### src/rtl/uart_tx.sv
// 8N1 UART transmitter: accepts a byte on a level-sampled strobe and shifts it
// out LSB first on a registered, idle-high serial line.
module uart_tx #(
    parameter int CLK_FREQ_HZ = 100_000_000,
    parameter int BAUD_RATE   = 9600
) (
    input  logic       clk,
    input  logic       rst,
    input  logic [7:0] tx_data,
    input  logic       tx_start,
    output logic       txd,
    output logic       tx_busy,
    output logic       tx_done
);

    localparam int CLKS_PER_BIT = CLK_FREQ_HZ / BAUD_RATE;
    localparam int BW           = $clog2(CLKS_PER_BIT);
    localparam logic [BW-1:0] BAUD_LAST = BW'(CLKS_PER_BIT - 1);

    typedef enum logic [1:0] {
        IDLE,
        START,
        DATA,
        STOP
    } state_t;

    state_t          state;
    logic [BW-1:0]   baud_cnt;
    logic [2:0]      bit_idx;
    logic [7:0]      shreg;

    wire baud_last = (baud_cnt == BAUD_LAST);

    always_ff @(posedge clk or posedge rst) begin
        if (rst) begin
            state    <= IDLE;
            baud_cnt <= '0;
            bit_idx  <= '0;
            shreg    <= '0;
            txd      <= 1'b1;
            tx_busy  <= 1'b0;
            tx_done  <= 1'b0;
        end else begin
            // NOTE: default-low here, later non-blocking assignments in the same cycle win, so tx_done is a clean one-cycle pulse.
            tx_done <= 1'b0;
            case (state)
                IDLE: begin
                    txd      <= 1'b1;
                    tx_busy  <= 1'b0;
                    baud_cnt <= '0;
                    if (tx_start) begin
                        shreg   <= tx_data;
                        state   <= START;
                        txd     <= 1'b0;
                        tx_busy <= 1'b1;
                    end
                end
                START: begin
                    if (baud_last) begin
                        baud_cnt <= '0;
                        bit_idx  <= '0;
                        state    <= DATA;
                        txd      <= shreg[0];
                    end else begin
                        baud_cnt <= baud_cnt + BW'(1);
                    end
                end
                DATA: begin
                    if (baud_last) begin
                        baud_cnt <= '0;
                        shreg    <= shreg >> 1;
                        if (bit_idx == 3'd7) begin
                            state <= STOP;
                            txd   <= 1'b1;
                        end else begin
                            bit_idx <= bit_idx + 3'd1;
                            // Next bit is shreg[1] since the shift lands on the same edge.
                            txd     <= shreg[1];
                        end
                    end else begin
                        baud_cnt <= baud_cnt + BW'(1);
                    end
                end
                STOP: begin
                    if (baud_last) begin
                        baud_cnt <= '0;
                        state    <= IDLE;
                        tx_busy  <= 1'b0;
                        tx_done  <= 1'b1;
                    end else begin
                        baud_cnt <= baud_cnt + BW'(1);
                    end
                end
                default: begin
                    state   <= IDLE;
                    txd     <= 1'b1;
                    tx_busy <= 1'b0;
                end
            endcase
        end
    end

endmodule

### config.mk
export PLATFORM = sky130hd
export DESIGN_NAME = uart_tx
export DESIGN_NICKNAME = d
export VERILOG_FILES = /design/src/rtl/uart_tx.sv
export SDC_FILE = /design/constraint.sdc
export NUM_CORES = 1
export LEC_CHECK = 0
export CORE_MARGIN = 3
export CORE_UTILIZATION = 55
export DETAILED_ROUTE_END_ITERATION = 16
export GPL_TIMING_DRIVEN = 0
export PLACE_DENSITY = 0.87
export SLEW_MARGIN = 40
export SYNTH_ARGS = -nofsm -noshare
export SYNTH_HDL_FRONTEND = slang
export SYNTH_SLANG_ARGS = --single-unit
### constraint.sdc
create_clock -name clk -period 5.3 [get_ports clk]
set_input_delay 0.53 -clock clk [delete_from_list [all_inputs] [get_ports clk]]
set_output_delay 0.53 -clock clk [all_outputs]
set_load 0.1 [all_outputs]
---- Yosys cells after proc, flatten, opt, wreduce, memory -nomap -nowiden ----
Cells that the tools add are included.
word-level totals
  output and inout port bits .............. 3
  register bits after elaboration ......... 30
  word-level logic and storage cells ...... 56
cells by class
  reduce and logical (&&, ||, !) cells .... 11
  eq/ne operators ......................... 11
  multiplexer cells ....................... 25
  add/subtract/negate cells ............... 2
operators by type and width
  operator               number
  $pmux 14 s2            1
  $mux 8                 2
  $pmux 8 s2             1
  $add 14x1->14 const B  1
  $eq 14x14->1 const B   1
  $mux 14                1
  $ne 2x2->1 const B     6
  $mux 2                 5
  $mux 3                 3
  $mux 1                 8
  $pmux 2 s4             1
  $pmux 3 s2             1
  $reduce_and 3->1       2
  $reduce_bool 2->1      3
  $reduce_and 5->1       1
  $eq 2x2->1 const B     2
  $reduce_and 4->1       1
  $add 3x1->3 const B    1
  $eq 3x3->1 const B     1
  $pmux 1 s3             1
  $reduce_bool 3->1      1
  $reduce_or 3->1        1
  $eq 2x1->1 const B     1
  $logic_not 2->1        1
  other kinds (2)        2

---- Depth between registers and ports, before layout ----
Gate-level depths: netlist of run 1.
  depth in word-level cells ............... 4
  gate-level depth with buffers ........... 8
  mapped depth without buffers ............ 6

---- Worst setup path after synthesis of run 1 ----
OpenSTA, ideal clock, no wires.
  kind .................................... reg-to-reg
  start ................................... register baud_cnt[9]
  end ..................................... register state[1]
  path buffers ............................ 0
  period minus slack after synthesis ...... 2.051 ns
  data arrival time ....................... 1.926 ns
  cell stages (with the launch flop) ...... 5
  setup slack ............................. 3.249 ns
  path through ............................ dfrtp_1 or4b_4 nor4_4 o221a_2 mux2_2
on the way
  cells in the longest elaborated chain, start to end .. 3
  elaborated cells on any way between the ends .. 5
  those cells by class .................... eq/ne (4); reduce/logical (1)
RTL lines
  what                                   RTL line  source
  start, declared                        28        logic [BW-1:0] baud_cnt;
  start signal, assigned                 65        baud_cnt <= baud_cnt + BW'(1);
  start signal, assigned                 81        baud_cnt <= baud_cnt + BW'(1);
  start signal, assigned                 91        baud_cnt <= baud_cnt + BW'(1);
  $eq 14x14->1 (*)                       32        wire baud_last = (baud_cnt == BAUD_LAST);
  $ne 2x2->1 (no source line)            n/a
  $reduce_and 5->1 (no source line) (*)  n/a
  end signal, assigned                   36        state <= IDLE;
  end signal, assigned                   53        state <= START;
  end signal, assigned                   62        state <= DATA;
  end, declared                          27        state_t state;
Mark *: on every way between the ends. The rest lies on a longest branch, timed or not.
A chain may end at the register's enable or synchronous reset.

---- Worst setup path after layout of run 1 ----
Same ends and word-level chain as after synthesis.

==> results of run 1 <==
-- state kept, by name (all words and copies together), names as in the netlist --
| name | count |
|---|---|
| baud_cnt | 14 |
| shreg | 8 |
| tx_busy | 1 |
| state | 2 |
| tx_done | 1 |
| bit_idx | 3 |
| txd | 1 |
-- stage by stage --
| step | instances | total power [mW] | cell area [µm²] | hold slack [ns] |
|---|---|---|---|---|
| after floorplan | 156 | 0.657 | 1640 | 0.448 |
| after global placement | 200 | 0.734 | 1810 | 0.473 |
| after detailed placement | 200 | 0.753 | 1800 | 0.496 |
| after CTS | 208 | 0.937 | 1870 | 0.514 |
| after global routing | 208 | 0.994 | 1870 | 0.530 |
| final | 208 | 0.935 | 1870 | 0.511 |
-- cell type report --
type	count	area, µm²	area share [%]
multi-input cells	114	832	44.4
inverters	7	26.3	1.40
clock buffers	5	37.5	2.00
flip-flops and latches	30	752	40.1
clock inverters	3	40.0	2.14
plain buffers	5	32.5	1.74
repair buffers	13	115	6.14
well taps	31	38.8	2.07
-- report_power, final --
group          internal [mW]  switching [mW]
Sequential             0.294          0.0527
Clock                 0.0976          0.0837
Combinational          0.157           0.250
-- worst max-delay path by stage --
stage	start	to	slack [ns]	cells after the start
floorplan	baud_cnt[9]	state[1]	3.25	4
global placement	baud_cnt[9]	state[1]	3.07	4
detailed placement	baud_cnt[9]	state[1]	3.03	4
CTS	baud_cnt[9]	state[1]	3.04	4
global route	baud_cnt[9]	state[1]	2.99	4
finish	baud_cnt[9]	state[1]	3.03	4
-- cell families (layout without fill, tap and decap cells) --
kind of cell | count (synthesis) | after routing
buffers and inverters | 12 | 33
adder cells (fa/ha/maj) | 7 | 7
AO/OA/AOI/OAI | 25 | 25
AND/OR/NAND/NOR | 61 | 61
multiplexers | 10 | 10
flip-flops | 30 | 30
XOR/XNOR | 11 | 11
-- layout by cell type, fill, tap and decap left out, types with 2 or more instances in the layout --
cell             count
a221o_1              6
a22o_1               3
a22oi_1              2
and2_2               2
and4_1               3
buf_2                5
clkbuf_4             5
clkdlybuf4s50_1     10
clkinv_2             2
dfrtp_1             29
ha_1                 7
inv_1                6
mux2_2               3
mux2i_1              7
nand2_1             11
nand3_1             10
nand4_1              4
nor2_1              18
nor2b_1              3
o21ai_0              4
o2bb2ai_1            2
xor2_1              10
-- critical path: cells and delay by family (launching register included) --
kind	cells	cell delay, ns
and+or+nand+nor	2	1.08
DFF	1	0.43
AOI/OAI and AO/OA	1	0.34
muxes	1	0.33
-- per-layer routing --
metal / share of wire [%] / up-vias / wire length [µm] / track usage (%)
li1: - / 604 / - / -
met5: 0 / - / 0 / 0
met4: 2.6 / 0 / 86 / 10.8
met2: 52 / 29 / 1730 / 35.9
met3: 4.6 / 7 / 154 / 7.02
met1: 41 / 644 / 1350 / 24.3
-- synthesized netlist by cell type (all sizes together) --
library cell | n | area, µm²
nand2 | 11 | 41.3
xor2 | 10 | 87.6
a221o | 7 | 71.3
and2 | 2 | 15.0
and4 | 4 | 36.3
xnor2 | 1 | 8.76
a22oi | 2 | 15.0
or2 | 1 | 6.26
nand2b | 1 | 6.26
o2bb2ai | 2 | 17.5
mux2i | 7 | 70.1
o32a | 1 | 10.0
and3 | 1 | 6.26
inv | 7 | 26.3
or3 | 1 | 6.26
a21boi | 1 | 7.51
ha | 7 | 87.6
nand3 | 10 | 50.1
nor2 | 18 | 67.6
nor3 | 1 | 5.00
nor4 | 1 | 21.3
a22o | 3 | 26.3
o21ai | 5 | 28.8
dfrtp | 29 | 726
or2b | 1 | 8.76
nand4bb | 1 | 11.3
nand4 | 4 | 25.0
or4b | 1 | 13.8
mux2 | 3 | 33.8
nor2b | 3 | 18.8
buf | 4 | 28.8
dfstp | 1 | 26.3
clkbuf | 1 | 3.75
a31oi | 1 | 6.26
a21oi | 1 | 5.00
o221a | 1 | 11.3
o22ai | 1 | 6.26
==> flow_metrics.env, run 1 <==
export IMPL_status="finished, final reports clean"
export IMPL_cts_tree="yes"
export IMPL_diodes=0
export IMPL_endpoint_kind="flip-flop"
export IMPL_clk_pin_slew_worst_paths_ns=0.10
export IMPL_area_growth_pct=14.1
export IMPL_required_ns=5.54
export IMPL_avgSynthCellArea_um2=10.5
export IMPL_vdd_drop_max_mv=0.318
export IMPL_r2r_cells=4
export IMPL_core_rowCount=19
export IMPL_p_leak_nw=0.858
export IMPL_period_share_pct=42.8
export IMPL_yosys_warnings=0
export IMPL_gp_congestion=0.810
export IMPL_ys_seq_elements=30
export IMPL_synthesis_nets=174
export IMPL_io_pins=14
export IMPL_clkSinkCount=30
export IMPL_die_h_um=60.7
export IMPL_cp_slowest_cell="or4b_4"
export IMPL_hold_buffers=0
export IMPL_drv_cap=0
export IMPL_cpPeakStageDelay_ns=0.57
export IMPL_ant_nets=0
export IMPL_reg2reg_slack_ns=3.03
export IMPL_hp_class="flip-flop to flip-flop"
export IMPL_nets=194
export IMPL_cts_resized=0
export IMPL_wirelength_mm=3.32
export IMPL_io_buffers=13
export IMPL_synthSimpleGateAreaFrac_pct=20.6
export IMPL_worstSetupPathType="flip-flop to flip-flop"
export IMPL_slew_viol_final=0
export IMPL_worstPathMaxFanout=8
export IMPL_syn_inst=156
export IMPL_synth_fa_ha_area_share_pct=5.33
export IMPL_cts_buffer_depth=2
export IMPL_vias=1284
export IMPL_cp_cell_sequence="or4b_4, nor4_4, o221a_2, mux2_2"
export IMPL_cts_buffers=5
export IMPL_worstMarginPinSlew_ns=0.652
export IMPL_post_synth_num_cell_types=42
export IMPL_grt_antenna_before_repair=0
export IMPL_grt_pass1_wl_mm=5.70
export IMPL_wl_per_cell_um=16.0
export IMPL_min_period_ns=2.27
export IMPL_post_route_util_pct=66.8
export IMPL_max_freq_mhz=441
export IMPL_reg2reg_from="baud_cnt[9]"
export IMPL_grt_usage_pct=21.4
export IMPL_finalHoldViolCount=0
export IMPL_clk_insertion_delay_late_ns=0.35
export IMPL_timing_rr_end="state[1]"
export IMPL_yosys_area_share_xor_xnor_pct=5.86
export IMPL_drive_above_1_share_pct=16.9
export IMPL_rsz0062_at_grt="no"
export IMPL_slew_limit_headroom_pct=56.2
export IMPL_htreeDepth=2
export IMPL_start_kind="flip-flop"
export IMPL_synth_compound_area_share_pct=12.5
export IMPL_synth_top_family_by_area="simple AND/OR/NAND/NOR gates"
export IMPL_cts_root_buffer="clkbuf_4"
export IMPL_core_area_um2=2810
export IMPL_synth_area_um2=1640
export IMPL_drt_initial_drc_count=74
export IMPL_setup_violations=0
export IMPL_drc=0
export IMPL_holdCritStartpoint="baud_cnt[0]"
export IMPL_grt_pass1_vias=1253
export IMPL_arrival_ns=2.50
export IMPL_gr_total_overflow=0
export IMPL_cts_setup_buffers=0
export IMPL_setup_slack_ns=3.03
export IMPL_synth_area_mux_share_pct=6.32
export IMPL_p_per_area_nw_per_um2=499
export IMPL_fillCellCount=224
export IMPL_dp_hpwl_mm=2.36
export IMPL_grt_max_degree=31
export IMPL_min_to="baud_cnt[0]"
export IMPL_initial_utilization_pct=58.6
export IMPL_synth_seq_area_share_pct=45.8
export IMPL_finClkSkew_ns=0.0134
export IMPL_firstDrtPassIters=4
export IMPL_die_area_um2=3680
export IMPL_whs_path_depth=1
export IMPL_pre_cts_slack_ns=3.03
export IMPL_routed_via_density=6.17
export IMPL_die_x_um=60.7
export IMPL_fin_setup_tns_ns=0
Note: power is estimated with default switching activity, not from simulation.
==> run 2, diff against run 1 <==
--- a/config.mk
+++ b/config.mk
@@ -6,10 +6,10 @@
 export NUM_CORES = 1
 export LEC_CHECK = 0
 export CORE_MARGIN = 3
-export CORE_UTILIZATION = 55
+export CORE_UTILIZATION = 51
 export DETAILED_ROUTE_END_ITERATION = 16
 export GPL_TIMING_DRIVEN = 0
-export PLACE_DENSITY = 0.87
+export PLACE_DENSITY = 0.85
 export SLEW_MARGIN = 40
 export SYNTH_ARGS = -nofsm -noshare
 export SYNTH_HDL_FRONTEND = slang
==> constraint.sdc (replaced) <==
create_clock -name clk -period 2 [get_ports clk]
set_input_delay 0.2 -clock clk [delete_from_list [all_inputs] [get_ports clk]]
set_output_delay 0.2 -clock clk [all_outputs]
set_load 0.1 [all_outputs]
==> flow_metrics.env, run 2 (synthesis results as in run 1) <==
export IMPL_status="finished, final reports clean"
export IMPL_initial_utilization_pct=56.6
export IMPL_area_growth_pct=17.8
export IMPL_diodes=0
export IMPL_grt_pass1_wl_mm=6.13
export IMPL_vias=1300
export IMPL_ant_nets=0
export IMPL_cts_buffer_depth=2
export IMPL_period_share_pct=94.2
export IMPL_max_freq_mhz=531
export IMPL_largestRegisters="baud_cnt (14), shreg (8), bit_idx (3)"
export IMPL_finalHoldViolCount=0
export IMPL_firstDrtPassIters=4
export IMPL_dp_hpwl_mm=2.34
export IMPL_worstPathMaxFanout=8
export IMPL_timing_rr_end="shreg[5]"
export IMPL_htreeDepth=2
export IMPL_rsz0062_at_grt="no"
export IMPL_drt_initial_drc_count=56
export IMPL_die_h_um=62.8
export IMPL_gp_congestion=0.864
export IMPL_drc=0
export IMPL_finalHoldWorstSlack_ns=0.244
export IMPL_wirelength_mm=3.48
export IMPL_grt_pass1_vias=1363
export IMPL_largest_reg_flops=14
export IMPL_die_area_um2=3940
export IMPL_arrival_ns=2.09
export IMPL_cts_tree="yes"
export IMPL_grt_usage_pct=19.8
export IMPL_largest_register="baud_cnt"
export IMPL_drive_above_1_share_pct=19.1
export IMPL_required_ns=2.20
export IMPL_fillCellCount=234
export IMPL_layout_commonest_cell="dfrtp_1"
export IMPL_worstSetupPathType="flip-flop to flip-flop"
export IMPL_placedInstanceArea_um2=1810
export IMPL_clk_pin_slew_worst_paths_ns=0.11
export IMPL_worstMarginPinSlew_ns=0.618
export IMPL_slew_limit_headroom_pct=58.7
export IMPL_slew_viol_final=0
export IMPL_cts_buffers=5
export IMPL_p_per_area_nw_per_um2=1250
export IMPL_cts_root_buffer="clkbuf_4"
export IMPL_io_buffers=13
export IMPL_routed_via_density=5.78
export IMPL_endpoint_kind="flip-flop"
export IMPL_grt_max_degree=31
export IMPL_stdcell_area_um2=1940
export IMPL_wl_per_cell_um=15.5
export IMPL_reg2reg_slack_ns=0.12
export IMPL_start_kind="flip-flop"
export IMPL_hp_class="input pin to asynchronous set/reset pin"
export IMPL_min_period_ns=1.88
export IMPL_clk_insertion_delay_late_ns=0.34
export IMPL_gr_total_overflow=0
export IMPL_r2r_cells=6
export IMPL_setup_violations=0
export IMPL_fin_setup_tns_ns=0
export IMPL_nets=200
export IMPL_core_rowCount=19
export IMPL_grt_antenna_before_repair=0
export IMPL_finClkSkew_ns=0.0210
export IMPL_clkSinkCount=30
export IMPL_vdd_drop_max_mv=0.877
export IMPL_p_leak_nw=0.890
export IMPL_drv_cap=0
export IMPL_reg2reg_from="state[0]"
export IMPL_io_pins=14
export IMPL_core_area_um2=2900
export IMPL_die_x_um=62.8
export IMPL_final_cell_mix="dfrtp_1, nor2_1, nand2_1"
-- run 2: cell types whose count changed in the layout (fill, tap and decap cells not counted) --
cell,before,now
buf_4,1,5
buf_6,1,3
bufinv_16,1,0
clkbuf_1,1,2
clkbuf_8,0,1
clkinv_2,2,1
mux2_2,3,2
mux2_4,0,1
o21ai_0,4,3
o21ai_1,0,1
o221a_2,1,0
o221a_4,0,1
-- run 2: worst max path at each step --
stage | to | slack [ns] | start
floorplan | state[1] | -0.05 | baud_cnt[9]
finish | shreg[5] | 0.12 | state[0]
global route | shreg[0] | 0.03 | baud_cnt[8]
detailed placement | state[1] | -0.27 | baud_cnt[9]
global placement | state[1] | -0.24 | baud_cnt[9]
CTS | shreg[5] | -0.01 | baud_cnt[8]
-- run 2: layout make-up --
class | count | area (µm²) | area share [%]
Clock inverter | 1 | 5.00 | 0.259
Multi-Input combinational cell | 114 | 845 | 43.6
Inverter | 7 | 26.3 | 1.36
Timing Repair Buffer | 19 | 168 | 8.66
Sequential cell | 30 | 752 | 38.8
Tap cell | 42 | 52.6 | 2.71
Clock buffer | 7 | 55.1 | 2.84
Buffer | 5 | 32.5 | 1.68
-- run 2: timing repair --
item / in CTS / in global routing
pin swaps: 4 / 1
hold endpoints to repair: 0 / 0
hold buffers: 0 / 0
endpoints found under the setup margin: 25 / 25
buffers inserted: 6 / 0
gates resized for setup: 4 / 2
-- run 2: report_power, final --
part	switching (mW)	total (mW)	internal [mW]
Combinational	0.677	1.12	0.447
Sequential	0.139	0.917	0.778
Clock	0.218	0.388	0.170
Total	1.03	2.43	1.40
-- run 2: layer usage --
layer	GRT usage, %	vias to the layer above	part of all wire (%)
li1	-	616	-
met1	22.5	641	43
met2	34.1	32	50
met3	5.58	11	4.6
met4	9.09	0	2.3
met5	0	-	0
-- run 2: per-stage QoR --
stage	setup WS, ns	instances	total power, mW	utilization [%]
3_5_place_dp	-0.267	211	1.98	62.4
2_1_floorplan	-0.0506	156	1.74	-
5_1_grt	0.0296	225	2.60	66.7
4_1_cts	-0.00969	225	2.42	66.6
3_3_place_gp	-0.236	211	1.94	62.9
6_report	0.115	225	2.43	66.7
-- run 2: critical path, stage by stage (launching register included) --
cell	delay (ns)
dfrtp_1	0.43
inv_1	0.11
ha_1	0.29
mux2_2	0.44
nand3_1	0.13
mux2i_1	0.08
a221o_1	0.28
==> run 3, diff against run 2 <==
--- a/config.mk
+++ b/config.mk
@@ -7,6 +7,7 @@
 export LEC_CHECK = 0
 export CORE_MARGIN = 3
 export CORE_UTILIZATION = 51
+export CTS_CLUSTER_SIZE = 25
 export DETAILED_ROUTE_END_ITERATION = 16
 export GPL_TIMING_DRIVEN = 0
 export PLACE_DENSITY = 0.85
==> results of run 3 <==
Final layout, timing and power as in run 2 (identical DEF).
